$ cat config.mk
export PLATFORM = sky130hd
export DESIGN_NAME = inst_encoder
export DESIGN_NICKNAME = d
export VERILOG_FILES = /design/src/rtl/inst_encoder_pkg.sv /design/src/rtl/inst_pack.sv /design/src/rtl/inst_encoder.sv
export SDC_FILE = /design/constraint.sdc
export NUM_CORES = 1
export LEC_CHECK = 0
export BUFFER_PORTS_ARGS = -buffer_cell sky130_fd_sc_hd__buf_2
export CAP_MARGIN = 20
export CORE_UTILIZATION = 50
export DETAILED_ROUTE_END_ITERATION = 10
export GPL_TIMING_DRIVEN = 0
export PLACE_DENSITY = 0.76
export SYNTH_ARGS = -nofsm -noshare
export SYNTH_HDL_FRONTEND = slang
export SYNTH_SLANG_ARGS = --single-unit
$ cat constraint.sdc
create_clock -name clk -period 1.89 [get_ports clk]
set_input_delay 0.2835 -clock clk [delete_from_list [all_inputs] [get_ports clk]]
set_output_delay 0.2835 -clock clk [all_outputs]
set_load 0.01 [all_outputs]
$ cat src/rtl/inst_encoder_pkg.sv
// Shared definitions for the RV32I instruction encoder.
// - imm_type encodings, identical to the ones used by the core's
//   immediate generator, so an encoded word decodes back to the same value.
// - RV32I major opcode constants, handy for benches and program builders.
// - Field bundle registered by the first pipeline stage.
package inst_encoder_pkg;

    typedef enum logic [2:0] {
        IMM_I = 3'b000,
        IMM_S = 3'b001,
        IMM_B = 3'b010,
        IMM_U = 3'b011,
        IMM_J = 3'b100,
        IMM_R = 3'b101
    } imm_type_e;

    localparam logic [6:0] OP_LUI    = 7'b0110111;
    localparam logic [6:0] OP_AUIPC  = 7'b0010111;
    localparam logic [6:0] OP_JAL    = 7'b1101111;
    localparam logic [6:0] OP_JALR   = 7'b1100111;
    localparam logic [6:0] OP_BRANCH = 7'b1100011;
    localparam logic [6:0] OP_LOAD   = 7'b0000011;
    localparam logic [6:0] OP_STORE  = 7'b0100011;
    localparam logic [6:0] OP_IMM    = 7'b0010011;
    localparam logic [6:0] OP_REG    = 7'b0110011;

    typedef struct packed {
        logic [6:0]  opcode;
        logic [4:0]  rd;
        logic [4:0]  rs1;
        logic [4:0]  rs2;
        logic [2:0]  funct3;
        logic [6:0]  funct7;
        logic [31:0] imm;
        logic [2:0]  imm_type;
    } inst_fields_t;

endpackage

$ cat src/rtl/inst_pack.sv
// Combinational RV32I packer and immediate legality check.
// Ports:
//   opcode, rd, rs1, rs2, funct3, funct7 - decoded instruction fields
//   imm      - signed immediate (byte offset for B/J)
//   imm_type - format select (see imm_type_e)
//   inst     - packed word, all-zero when err is set
//   err      - immediate not representable, or illegal format
module inst_pack
    import inst_encoder_pkg::*;
(
    input  logic [6:0]  opcode,
    input  logic [4:0]  rd,
    input  logic [4:0]  rs1,
    input  logic [4:0]  rs2,
    input  logic [2:0]  funct3,
    input  logic [6:0]  funct7,
    input  logic [31:0] imm,
    input  logic [2:0]  imm_type,
    output logic [31:0] inst,
    output logic        err
);

    imm_type_e fmt;
    assign fmt = imm_type_e'(imm_type);

    // A value fits a signed field of width N when all bits from N-1 up are copies
    // of the sign bit.
    logic fits_12;
    logic fits_13;
    logic fits_21;
    assign fits_12 = (imm[31:11] == '0) || (imm[31:11] == '1);
    assign fits_13 = (imm[31:12] == '0) || (imm[31:12] == '1);
    assign fits_21 = (imm[31:20] == '0) || (imm[31:20] == '1);

    logic [31:0] raw;

    always_comb begin
        // NOTE: every output of a combinational block gets a default first so no
        // path through the case leaves it unassigned (which would infer a latch).
        raw = '0;
        err = 1'b0;
        case (fmt)
            IMM_I: begin
                raw = {imm[11:0], rs1, funct3, rd, opcode};
                err = !fits_12;
            end
            IMM_S: begin
                raw = {imm[11:5], rs2, rs1, funct3, imm[4:0], opcode};
                err = !fits_12;
            end
            IMM_B: begin
                raw = {imm[12], imm[10:5], rs2, rs1, funct3, imm[4:1], imm[11], opcode};
                err = imm[0] || !fits_13;
            end
            IMM_U: begin
                raw = {imm[31:12], rd, opcode};
                err = (imm[11:0] != 12'd0);
            end
            IMM_J: begin
                raw = {imm[20], imm[10:1], imm[11], imm[19:12], rd, opcode};
                err = imm[0] || !fits_21;
            end
            IMM_R: begin
                raw = {funct7, rs2, rs1, funct3, rd, opcode};
            end
            default: begin
                err = 1'b1;
            end
        endcase
    end

    // Error words are emitted as all-zero so IMEM never holds a half-encoded value.
    assign inst = err ? 32'h0000_0000 : raw;

endmodule

$ cat src/rtl/inst_encoder.sv
// Streaming RV32I instruction encoder: two-stage pipeline in front of an
// IMEM write port. Stage 1 captures the fields, stage 2 captures the packed
// word, its error flag and its word address.
// Ports:
//   clk, rst_n          - clock, asynchronous active-low reset
//   clear               - synchronous flush, restarts addressing at BASE_ADDR
//   in_valid/in_ready   - input handshake for the in_* fields
//   in_*                - decoded fields, immediate and immediate format
//   out_valid/out_ready - output handshake
//   out_inst, out_addr  - encoded word and its word address
//   out_err             - word is an encoding error (out_inst is zero)
//   err_count           - saturating count of error words handed downstream
module inst_encoder
    import inst_encoder_pkg::*;
#(
    parameter int ADDR_WIDTH = 14,
    parameter int BASE_ADDR  = 0
) (
    input  logic                  clk,
    input  logic                  rst_n,
    input  logic                  clear,
    input  logic                  in_valid,
    output logic                  in_ready,
    input  logic [6:0]            in_opcode,
    input  logic [4:0]            in_rd,
    input  logic [4:0]            in_rs1,
    input  logic [4:0]            in_rs2,
    input  logic [2:0]            in_funct3,
    input  logic [6:0]            in_funct7,
    input  logic [31:0]           in_imm,
    input  logic [2:0]            in_imm_type,
    output logic                  out_valid,
    input  logic                  out_ready,
    output logic [31:0]           out_inst,
    output logic [ADDR_WIDTH-1:0] out_addr,
    output logic                  out_err,
    output logic [15:0]           err_count
);

    localparam logic [ADDR_WIDTH-1:0] BASE = ADDR_WIDTH'(BASE_ADDR);

    inst_fields_t          in_fields;
    inst_fields_t          s1_fields;
    logic                  s1_valid;
    logic                  s2_valid;
    logic [ADDR_WIDTH-1:0] addr_cnt;
    logic [31:0]           pack_inst;
    logic                  pack_err;
    logic                  s2_load;
    logic                  s1_load;

    assign in_fields = '{opcode: in_opcode, rd: in_rd, rs1: in_rs1, rs2: in_rs2,
                         funct3: in_funct3, funct7: in_funct7, imm: in_imm,
                         imm_type: in_imm_type};

    // Each stage refills when it is empty or its content moves on this cycle.
    assign s2_load   = !s2_valid || out_ready;
    assign s1_load   = !s1_valid || s2_load;
    assign in_ready  = !clear && s1_load;
    assign out_valid = s2_valid;

    inst_pack u_pack (
        .opcode   (s1_fields.opcode),
        .rd       (s1_fields.rd),
        .rs1      (s1_fields.rs1),
        .rs2      (s1_fields.rs2),
        .funct3   (s1_fields.funct3),
        .funct7   (s1_fields.funct7),
        .imm      (s1_fields.imm),
        .imm_type (s1_fields.imm_type),
        .inst     (pack_inst),
        .err      (pack_err)
    );

    // NOTE: all state below uses non-blocking assignments so every register
    // samples pre-edge values regardless of statement order.
    always_ff @(posedge clk or negedge rst_n) begin
        if (!rst_n) begin
            s1_valid  <= 1'b0;
            s1_fields <= '0;
            s2_valid  <= 1'b0;
            out_inst  <= '0;
            out_err   <= 1'b0;
            out_addr  <= BASE;
            addr_cnt  <= BASE;
            err_count <= '0;
        end else if (clear) begin
            // Flush wins over any handshake in the same cycle.
            s1_valid  <= 1'b0;
            s2_valid  <= 1'b0;
            addr_cnt  <= BASE;
            err_count <= '0;
        end else begin
            if (out_valid && out_ready && out_err && (err_count != 16'hFFFF)) begin
                err_count <= err_count + 16'd1;
            end
            if (s2_load) begin
                s2_valid <= s1_valid;
                // Bubbles leave the output payload and address counter untouched.
                if (s1_valid) begin
                    out_inst <= pack_inst;
                    out_err  <= pack_err;
                    out_addr <= addr_cnt;
                    addr_cnt <= addr_cnt + 1'b1;
                end
            end
            if (s1_load) begin
                s1_valid <= in_valid;
                if (in_valid) begin
                    s1_fields <= in_fields;
                end
            end
        end
    end

endmodule

==> results of run 1 <==
[placed cells by master (no fill, tap or decap), drive strengths merged, types with 2 or more instances in the layout]
master,Yosys,final
clkbuf,20,43
a211oi,4,4
o31ai,8,8
o22ai,6,6
or2,4,4
ha,2,2
mux2,73,73
a221oi,9,9
xnor2,10,10
o41ai,25,25
o21ai,24,24
nor4,9,9
and3,6,6
o211ai,2,2
a21oi,11,11
nor3,6,6
nor2,41,41
nand2,96,96
dfrtp,146,146
nand2b,2,2
nand3,11,11
nand4,11,11
and2,3,3
clkinv,1,4
and4,6,6
a22o,8,8
a22oi,5,5
mux2i,4,4
clkinvlp,0,2
xor2,17,17
a221o,9,9
bufinv,0,6
buf,22,179
nor2b,6,6
inv,5,6
[state kept, by name, indices dropped and copies added, names as in the netlist]
| name | cells |
|---|---|
| addr_cnt | 14 |
| err_count | 16 |
| out_addr | 14 |
| out_err | 1 |
| out_inst | 32 |
| out_valid | 1 |
| s1_fields | 67 |
| s1_valid | 1 |
[layout make-up]
| cell class | count | area, sq um | share of cell area |
|---|---|---|---|
| inverters | 6 | 26.3 | 0.00282 |
| well taps | 176 | 220 | 0.0237 |
| flip-flops and latches | 146 | 3670 | 0.394 |
| clock inverters | 12 | 226 | 0.0243 |
| repair buffers | 164 | 983 | 0.106 |
| plain buffers | 39 | 263 | 0.0282 |
| clock buffers | 20 | 467 | 0.0502 |
| multi-input cells | 427 | 3450 | 0.371 |
[repair_timing]
action	in CTS	in global routing
pin swaps	25	25
cloned	4	1
endpoints found under the hold margin	68	0
resized for setup	60	57
hold buffers	1	0
buffers inserted	12	11
setup endpoints to repair	110	117
[worst min-delay path by stage]
stage,to,slack (ns)
after floorplan,addr_cnt[0]$_DFFE_PN0P_,-0.01
after global routing,s1_fields[7]$_DFFE_PN0P_,0.08
after global placement,out_addr[10]$_DFFE_PN0P_,0.45
final,s1_fields[7]$_DFFE_PN0P_,0.09
after CTS,s1_fields[52]$_DFFE_PN0P_,0.08
after detailed placement,err_count[10]$_DFFE_PN0P_,0.33
[where the power goes]
group          switching, uW  leakage (uW)  internal (uW)
combinational           1200       0.00221           1050
clock                   1320      0.000333           2590
sequential               391       0.00186           3520
[worst max-delay path: cells and delay by family, from the launching register on]
kind | cells | cell delay (ns)
AND/OR/NAND/NOR | 2 | 0.71
buffers and inverters | 3 | 0.46
AO/OA/AOI/OAI | 2 | 0.44
flip-flops | 1 | 0.39
[cell usage after synthesis, types with 2 or more instances]
| cell | count |
|---|---|
| o211ai_1 | 2 |
| a221oi_1 | 8 |
| inv_1 | 4 |
| and2_1 | 3 |
| o22ai_1 | 6 |
| buf_4 | 2 |
| o41ai_2 | 23 |
| clkbuf_1 | 20 |
| a22oi_1 | 5 |
| a211oi_1 | 4 |
| o31ai_1 | 7 |
| nand2b_1 | 2 |
| o41ai_1 | 2 |
| mux2_2 | 73 |
| nor2_1 | 40 |
| nand2_1 | 96 |
| a221o_1 | 9 |
| nor3_1 | 6 |
| buf_1 | 6 |
| nor2b_1 | 6 |
| a21oi_1 | 11 |
| and3_1 | 6 |
| buf_6 | 3 |
| nand3_1 | 11 |
| nand4_1 | 11 |
| and4_1 | 6 |
| xnor2_1 | 10 |
| a22o_1 | 8 |
| nor4_1 | 8 |
| o21ai_0 | 23 |
| ha_1 | 2 |
| or2_2 | 4 |
| dfrtp_1 | 146 |
| mux2i_1 | 4 |
| buf_2 | 11 |
| xor2_1 | 17 |
[per-layer routing]
metal / up-vias / GRT usage / routed length (um)
li1: 2623 / - / -
met1: 2911 / 0.336 / 7610
met4: 0 / 0.118 / 668
met3: 63 / 0.0505 / 1210
met5: - / 0 / 0
met2: 281 / 0.459 / 9740
[through the flow]
stage	hold WS, ns	setup WS (ns)	total power (uW)	std cells	setup TNS, ns
after CTS	0.0758	-0.197	9820	981	-4.44
after global placement	0.454	-1.39	5550	932	-213.74
after global routing	0.0810	-0.271	10400	990	-6.66
after floorplan	-0.0121	0.0166	4960	621	0
after detailed placement	0.329	-0.333	5660	933	-18.13
final	0.0862	-0.212	10100	990	-5.31
[cell families (layout without fill, tap and decap cells)]
family	Yosys count	count (layout)	share of synthesized area
buffers and inverters	48	241	0.0320
flip-flops	146	146	0.522
AO/OA/AOI/OAI	118	118	0.151
AND/OR/NAND/NOR	203	203	0.135
adder cells (fa/ha/maj)	2	2	0.00357
multiplexers	77	77	0.123
XOR/XNOR	27	27	0.0338
==> metrics, run 1 <==
r2r setup slk=-0.21 ns; Worst-Skew Late Latency=0.42 ns; core region area=0.0135 sq mm; CP arrival=2.42 ns; Worst Setup Slack, final=-0.212 ns; Post-synth ARST share=1.00; Final ANT Viol Nets=0; clk buf depth=2; clk sinks=146; Top Ports=137; Starting Density=0.520; first-pass GRT wire length=30.0 mm; Final Cycle Share=1.11; Hold Path Stages=2; Worst Reg-to-Reg Cells=7; CP Capture Type=register; max-cap viol count=0; Power Density=1080 mW/mm^2; minimum clock period=2.10 ns; Die Y=120 um; vias in the first global route=5,736; Worst-Margin Slew=0.653 ns; gpl congestion=0.927; final core occ=0.691; relative slew slack=0.564; Post-Syn Area per Cell=11.3 sq um; Post-Syn Area=0.00700 sq mm; Nets=875; die width=120 um; post-synthesis sequential area ratio=0.522; wire per inst=19.4 um; crit start category=register; largest net degree at the start of global routing=79; RR Startpoint=s1_fields[27]$_DFFE_PN0P_; cell taking the most area after synthesis=dfrtp_1; CTS root buffer=clkbuf_16; count of cell types in the netlist=52; slowest stage delay, CP=0.57 ns; crit path kind=register to register; Area Growth Syn to Fin=32.9%; CP endpoint=out_inst[19]$_DFFE_PN0P_; CP cell instances=or4_4 > buf_6 > nor3_4 > a221oi_4 > buf_4 > buf_6 > o41ai_2; worst-path fanout max=5; Reg clk slew, reported paths=0.06 ns; Hold Path Origin=in_imm[4]; RSZ-0062 raised after global routing=true; drt total wl=19.2 mm; Synth area leaders=dfrtp_1 52%, mux2_2 12%, o41ai_2 5.3%; final setup violation count=33; worst flop-to-flop path endpoint=out_inst[19]$_DFFE_PN0P_; status=finished, violations left; n_diodes=0; violated checks=negative setup slack; CP startpoint=s1_fields[27]$_DFFE_PN0P_; IO buf count=135; final global-route overflow total=0; Fmax=476 MHz; row cnt=42; flops & latches, synth=146; Final Hold Fails=0; worst hold-check path type=input pin to register; DR vias=5,878; syn nets=695; synthesized instance count=621; post-route cell area=0.00930 sq mm; CP max-delay cell=or4_4; drt first pass iters=5; all-layer global routing usage=0.270; Pleak=0.00440 uW; Worst Skew=0.00647 ns; share of cells above drive strength 1=0.456; worst vdd ir=0.000646 V; DRT iter0 DRCs=638; area share of the largest cell type after synthesis=0.522; detailed-placement wirelength estimate=12.9 mm; most frequent CP cell=buf_6; Synth Flop Type=dfrtp_1; CTS tree=done; H-tree levels=4; Filler cells=993; DIE AREA=0.0145 sq mm; EDFF count, synth=0; initial antenna violation count=0; post-placement cell area=0.00794 sq mm; Ys Warns=0; pins over their slew limit=0; clock buffer count from CTS=17; Critical Path RT=2.21 ns; vias per std cell=5.94; DRC Markers=0
Note: power is estimated with default switching activity, not from simulation.
==> run 2: changes to the inputs <==
--- a/config.mk
+++ b/config.mk
@@ -5,7 +5,7 @@
 export SDC_FILE = /design/constraint.sdc
 export NUM_CORES = 1
 export LEC_CHECK = 0
-export BUFFER_PORTS_ARGS = -buffer_cell sky130_fd_sc_hd__buf_2
+export BUFFER_PORTS_ARGS = -buffer_cell sky130_fd_sc_hd__clkbuf_2
 export CAP_MARGIN = 20
 export CORE_UTILIZATION = 50
 export DETAILED_ROUTE_END_ITERATION = 10
==> run 2 against run 1 <==
Net effect: the flow still finishes with violations (negative setup slack); setup slack got worse by 0.039 ns; critical path depth decreased by 1; global-route usage decreased by 0.51 points; clock-buffer cell count increased by 3; total power decreased by 1.7%; final cell count decreased by 0.10%; sequential share of layout area increased by 0.43 points; core utilization decreased by 0.77 points; worst hold slack got worse by 0.0057 ns; critical path type unchanged; largest cell class unchanged.
==> metrics, run 2 (same netlist as run 1, synthesis figures left out) <==
relative slew slack=0.554; share of cells above drive strength 1=0.448; Worst Reg-to-Reg Cells=6; Power Density=1080 mW/mm^2; final setup violation count=33; vias in the first global route=5,777; DR vias=5,904; Final Hold Fails=0; final core occ=0.684; H-tree levels=4; Hold Path Stages=2; vias per std cell=5.97; Area Growth Syn to Fin=31.4%; first-pass GRT wire length=29.2 mm; CP cell instances=nor4_1 > a31oi_1 > o21ai_2 > o31ai_4 > buf_4 > o32a_1; max-cap viol count=0; DIE AREA=0.0145 sq mm; row cnt=42; Worst path depth=6; n_diodes=0; Critical Path RT=2.20 ns; Pleak=0.00431 uW; worst hold-check path type=input pin to register; crit path kind=register to register; violated checks=negative setup slack; CP arrival=2.45 ns; minimum clock period=2.14 ns; worst vdd ir=0.000754 V; Die Y=120 um; RR Startpoint=s1_fields[3]$_DFFE_PN0P_; CTS root buffer=clkbuf_16; crit start category=register; status=finished, violations left; Top Ports=137; die width=120 um; core region area=0.0135 sq mm; final global-route overflow total=0; DRT iter0 DRCs=488; Reg clk slew, reported paths=0.06 ns; clock buffer count from CTS=17; commonest non-fill, non-tap cell in the layout=clkbuf_2; pins over their slew limit=0; gpl congestion=0.927; Fmax=467 MHz; kind of cell adding the most delay to the critical path=compound AO/OA/AOI/OAI gates; CP max-delay cell=dfrtp_1; clk sinks=146; DRC Markers=0; worst-path fanout max=8; all-layer global routing usage=0.265; RSZ-0062 raised after global routing=true; Hold Path Origin=in_imm[25]; Nets=874; CP Capture Type=register; Worst Skew=0.00772 ns; initial antenna violation count=0; IO buf count=135; Biggest register=s1_fields; Worst Setup Slack, final=-0.251 ns; slowest stage delay, CP=0.48 ns; Worst-Margin Slew=0.669 ns; max FFs per register=67; CP startpoint=s1_fields[3]$_DFFE_PN0P_; detailed-placement wirelength estimate=12.9 mm; Worst-Skew Late Latency=0.43 ns; clk buf depth=2; Starting Density=0.520; dpl ws=-0.310 ns; WHS=0.0805 ns; biggest regs=s1_fields (67), out_inst (32), err_count (16); largest net degree at the start of global routing=79; Final Cycle Share=1.13; Final ANT Viol Nets=0; Buf/Inv on CP=1; wire per inst=19.5 um; drt first pass iters=5; commonest cells after routing, fill and taps aside=145 x clkbuf_2, 137 x dfrtp_1, 93 x nand2_1; drt total wl=19.3 mm; CTS tree=done; Final TNS setup=-5.69 ns
[run 2: cell count changes in the layout (fill, tap and decap cells not counted), sizes merged]
cell      delta
buf        -134
bufinv       -1
clkbuf     +136
clkinv       +1
clkinvlp     -1
inv          -2
[run 2: routing by layer]
metal / share of wire / vias up / wire length [um] / global-route usage
met3: 0.065 / 67 / 1260 / 0.0514
li1: - / 2628 / - / -
met2: 0.51 / 287 / 9770 / 0.460
met5: 0 / - / 0 / 0
met1: 0.39 / 2922 / 7610 / 0.314
met4: 0.035 / 0 / 671 / 0.130
[run 2: repair_timing]
action,CTS,global route
hold buffers,1,0
hold endpoints to repair,68,0
gates resized for setup,60,40
endpoints found under the setup margin,111,100
gates cloned,4,2
buffers inserted,7,12
pin swaps,18,18
[run 2: stage by stage]
stage	std cells	total power, uW	instance area, sq um
after floorplan	621	4960	7010
after global placement	932	5560	7910
after detailed placement	933	5650	7940
after CTS	977	9640	8900
after global routing	989	10200	9200
final	989	9900	9200
[run 2: power by group]
group	total, uW	switching, uW	leakage, uW	internal, uW
Sequential	3910	390	0.00186	3520
Clock	3810	1270	0.000335	2550
Combinational	2180	1180	0.00212	999
[run 2: final timing paths]
kind,endpoint,slack (ns)
worst min-delay path,s1_fields[28]$_DFFE_PN0P_,0.08
min in group asynchronous,err_count[10]$_DFFE_PN0P_,0.41
worst min register to register,out_addr[7]$_DFFE_PN0P_,0.47
max in group asynchronous,s1_fields[18]$_DFFE_PN0P_,0.68
worst max-delay path,out_err$_DFFE_PN0P_,-0.25
worst max register to register,out_err$_DFFE_PN0P_,-0.25
[run 2: cell type report]
type | instances | area (sq um)
tap | 176 | 220
inverter | 6 | 27.5
timing repair buffer | 162 | 936
clock inverter | 9 | 173
sequential | 146 | 3660
multi-input combinational | 427 | 3410
fill | 1001 | 4250
clock buffer | 23 | 508
buffer | 40 | 259
==> run 3: changes to the inputs <==
--- a/config.mk
+++ b/config.mk
@@ -7,6 +7,7 @@
 export LEC_CHECK = 0
 export BUFFER_PORTS_ARGS = -buffer_cell sky130_fd_sc_hd__clkbuf_2
 export CAP_MARGIN = 20
+export CORE_ASPECT_RATIO = 1.2
 export CORE_UTILIZATION = 50
 export DETAILED_ROUTE_END_ITERATION = 10
 export GPL_TIMING_DRIVEN = 0
==> run 3 against run 2 <==
Net effect: the run still ends with negative setup slack left; non-clock buffer count fell by 6; final area fell by 2.3%; clock power fell by 15%; combinational power fell by 5%; clock-buffer cell count fell by 3; sequential power barely moved; critical path depth fell by 1; final cell count fell by 1.0%; routed wire length fell by 3.3%; first-iteration DRC count fell by 42%; sequential share of layout area rose by 0.81 points; sequential cell count did not move.
==> metrics, run 3 (same netlist as run 1, synthesis figures left out) <==
clk sinks=146; clk buf depth=2; final setup violation count=33; clock buffer count from CTS=17; RR Startpoint=s1_fields[29]$_DFFE_PN0P_; status=finished, violations left; CTS tree=done; worst-path fanout max=5; Worst-Margin Slew=0.588 ns; Reg clk slew, reported paths=0.06 ns; Clk pwr share=0.352; drt first pass iters=5; Final TNS setup=-5.27 ns; DRC Markers=0; max-cap viol count=0; worst vdd ir=0.000705 V; Worst Skew=0.00966 ns; row cnt=47; worst hold-check path type=input pin to register; Nets=869; Final Cycle Share=1.11; largest net degree at the start of global routing=76; Fmax=477 MHz; vias per std cell=5.80; cell-internal power=6450 uW; RSZ-0062 raised after global routing=true; CP Capture Type=register; first-pass GRT wire length=29.0 mm; drt total wl=18.7 mm; commonest cells after routing, fill and taps aside=146 x dfrtp_1, 143 x clkbuf_2, 95 x nand2_1; Top Ports=137; Die Y=132 um; DR vias=5,675; Final ANT Viol Nets=0; crit start category=register; Biggest register=s1_fields; crit path kind=register to register; violated checks=negative setup slack; share of cells above drive strength 1=0.429; Worst Setup Slack, final=-0.205 ns; Sequential Power Share=0.422; Worst-Skew Late Latency=0.43 ns; n_diodes=0; dpl ws=-0.275 ns; Pleak=0.00423 uW; WHS=0.0826 ns; Final Hold Fails=0; CP arrival=2.42 ns; wire per inst=19.1 um; DIE AREA=0.0145 sq mm; Critical Path RT=2.21 ns; IO buf count=135; pins over their slew limit=0; Hold Path Origin=in_imm[21]; DRT iter0 DRCs=283; Area Growth Syn to Fin=28.4%; CP cell instances=or4_4 > nor4_4 > o31ai_4 > buf_6 > o41ai_2; gpl congestion=0.994; post-placement cell area=0.00794 sq mm; commonest non-fill, non-tap cell in the layout=dfrtp_1; biggest regs=s1_fields (67), out_inst (32), err_count (16); NetSw=2770 uW; minimum clock period=2.09 ns; core region area=0.0137 sq mm; CTS root buffer=clkbuf_16; Logic pwr share=0.226; vias in the first global route=5,808; all-layer global routing usage=0.266; relative slew slack=0.608; Starting Density=0.511; detailed-placement wirelength estimate=13.2 mm; H-tree levels=4; Power Density=1030 mW/mm^2; Switching Share=0.301; max FFs per register=67; post-route cell area=0.00899 sq mm; final global-route overflow total=0; die width=110 um; CP max-delay cell=or4_4; slowest stage delay, CP=0.58 ns; CP startpoint=s1_fields[29]$_DFFE_PN0P_; initial antenna violation count=0; Filler cells=1,052
run 3: changes by cell type in the layout (fill, tap and decap cells not counted), moves of 5 or more:
cell / delta
buf_4: -7
clkinv_2: +6
dfrtp_1: +9
dfrtp_2: -9
o41ai_2: +5
run 3: worst max-delay path, delay by kind of cell, from the launching register on:
family                 cells  cell delay, ns
AND/OR/NAND/NOR            2            0.88
flip-flops                 1            0.41
buffers and inverters      1            0.18
AO/OA/AOI/OAI              2            0.51
run 3: what timing repair did:
action	CTS	global route
hold endpoints to repair	71	0
buffers inserted	6	7
hold buffers	1	0
pin swaps	14	18
gates resized for setup	46	41
setup endpoints to repair	109	88
cloned	4	3
run 3: final timing paths:
path	slack, ns	cells after the start	endpoint
worst min-delay path	0.08	2	s1_fields[24]$_DFFE_PN0P_
worst max-delay path	-0.20	5	out_inst[23]$_DFFE_PN0P_
worst max register to register	-0.20	5	out_inst[23]$_DFFE_PN0P_
worst min register to register	0.47	2	out_addr[11]$_DFFE_PN0P_
max in group asynchronous	0.71	3	s1_fields[21]$_DFFE_PN0P_
min in group asynchronous	0.42	2	err_count[7]$_DFFE_PN0P_
run 3: area by class of cell:
type | instances | area (sq um) | share of cell area
buffer | 40 | 262 | 0.0291
clock buffer | 20 | 457 | 0.0508
timing repair buffer | 156 | 880 | 0.0979
multi-input combinational | 428 | 3380 | 0.376
inverter | 6 | 28.8 | 0.00320
sequential | 146 | 3650 | 0.406
tap | 171 | 214 | 0.0238
clock inverter | 12 | 114 | 0.0127
run 3: through the flow:
stage	instances	util	power, uW
final	979	0.656	9220
after global routing	979	0.656	9570
after floorplan	621	-	4960
after global placement	927	0.576	5570
after detailed placement	928	0.579	5660
after CTS	971	0.637	9060
run 3: power groups by stage:
stage               clock (uW)  combinational, uW  sequential [uW]
finish                    3250               2080             3890
floorplan                    0               1100             3860
global route              3410               2230             3930
CTS                       3290               1900             3870
detailed placement           0               1760             3910
global placement             0               1680             3890
run 3: layer usage:
layer | wire length (um) | track usage | vias up | share of wire
li1 | - | - | 2610 | -
met1 | 7210 | 0.310 | 2793 | 0.39
met2 | 9800 | 0.451 | 224 | 0.52
met3 | 1030 | 0.0546 | 48 | 0.055
met4 | 636 | 0.137 | 0 | 0.034
met5 | 0 | 0 | - | 0
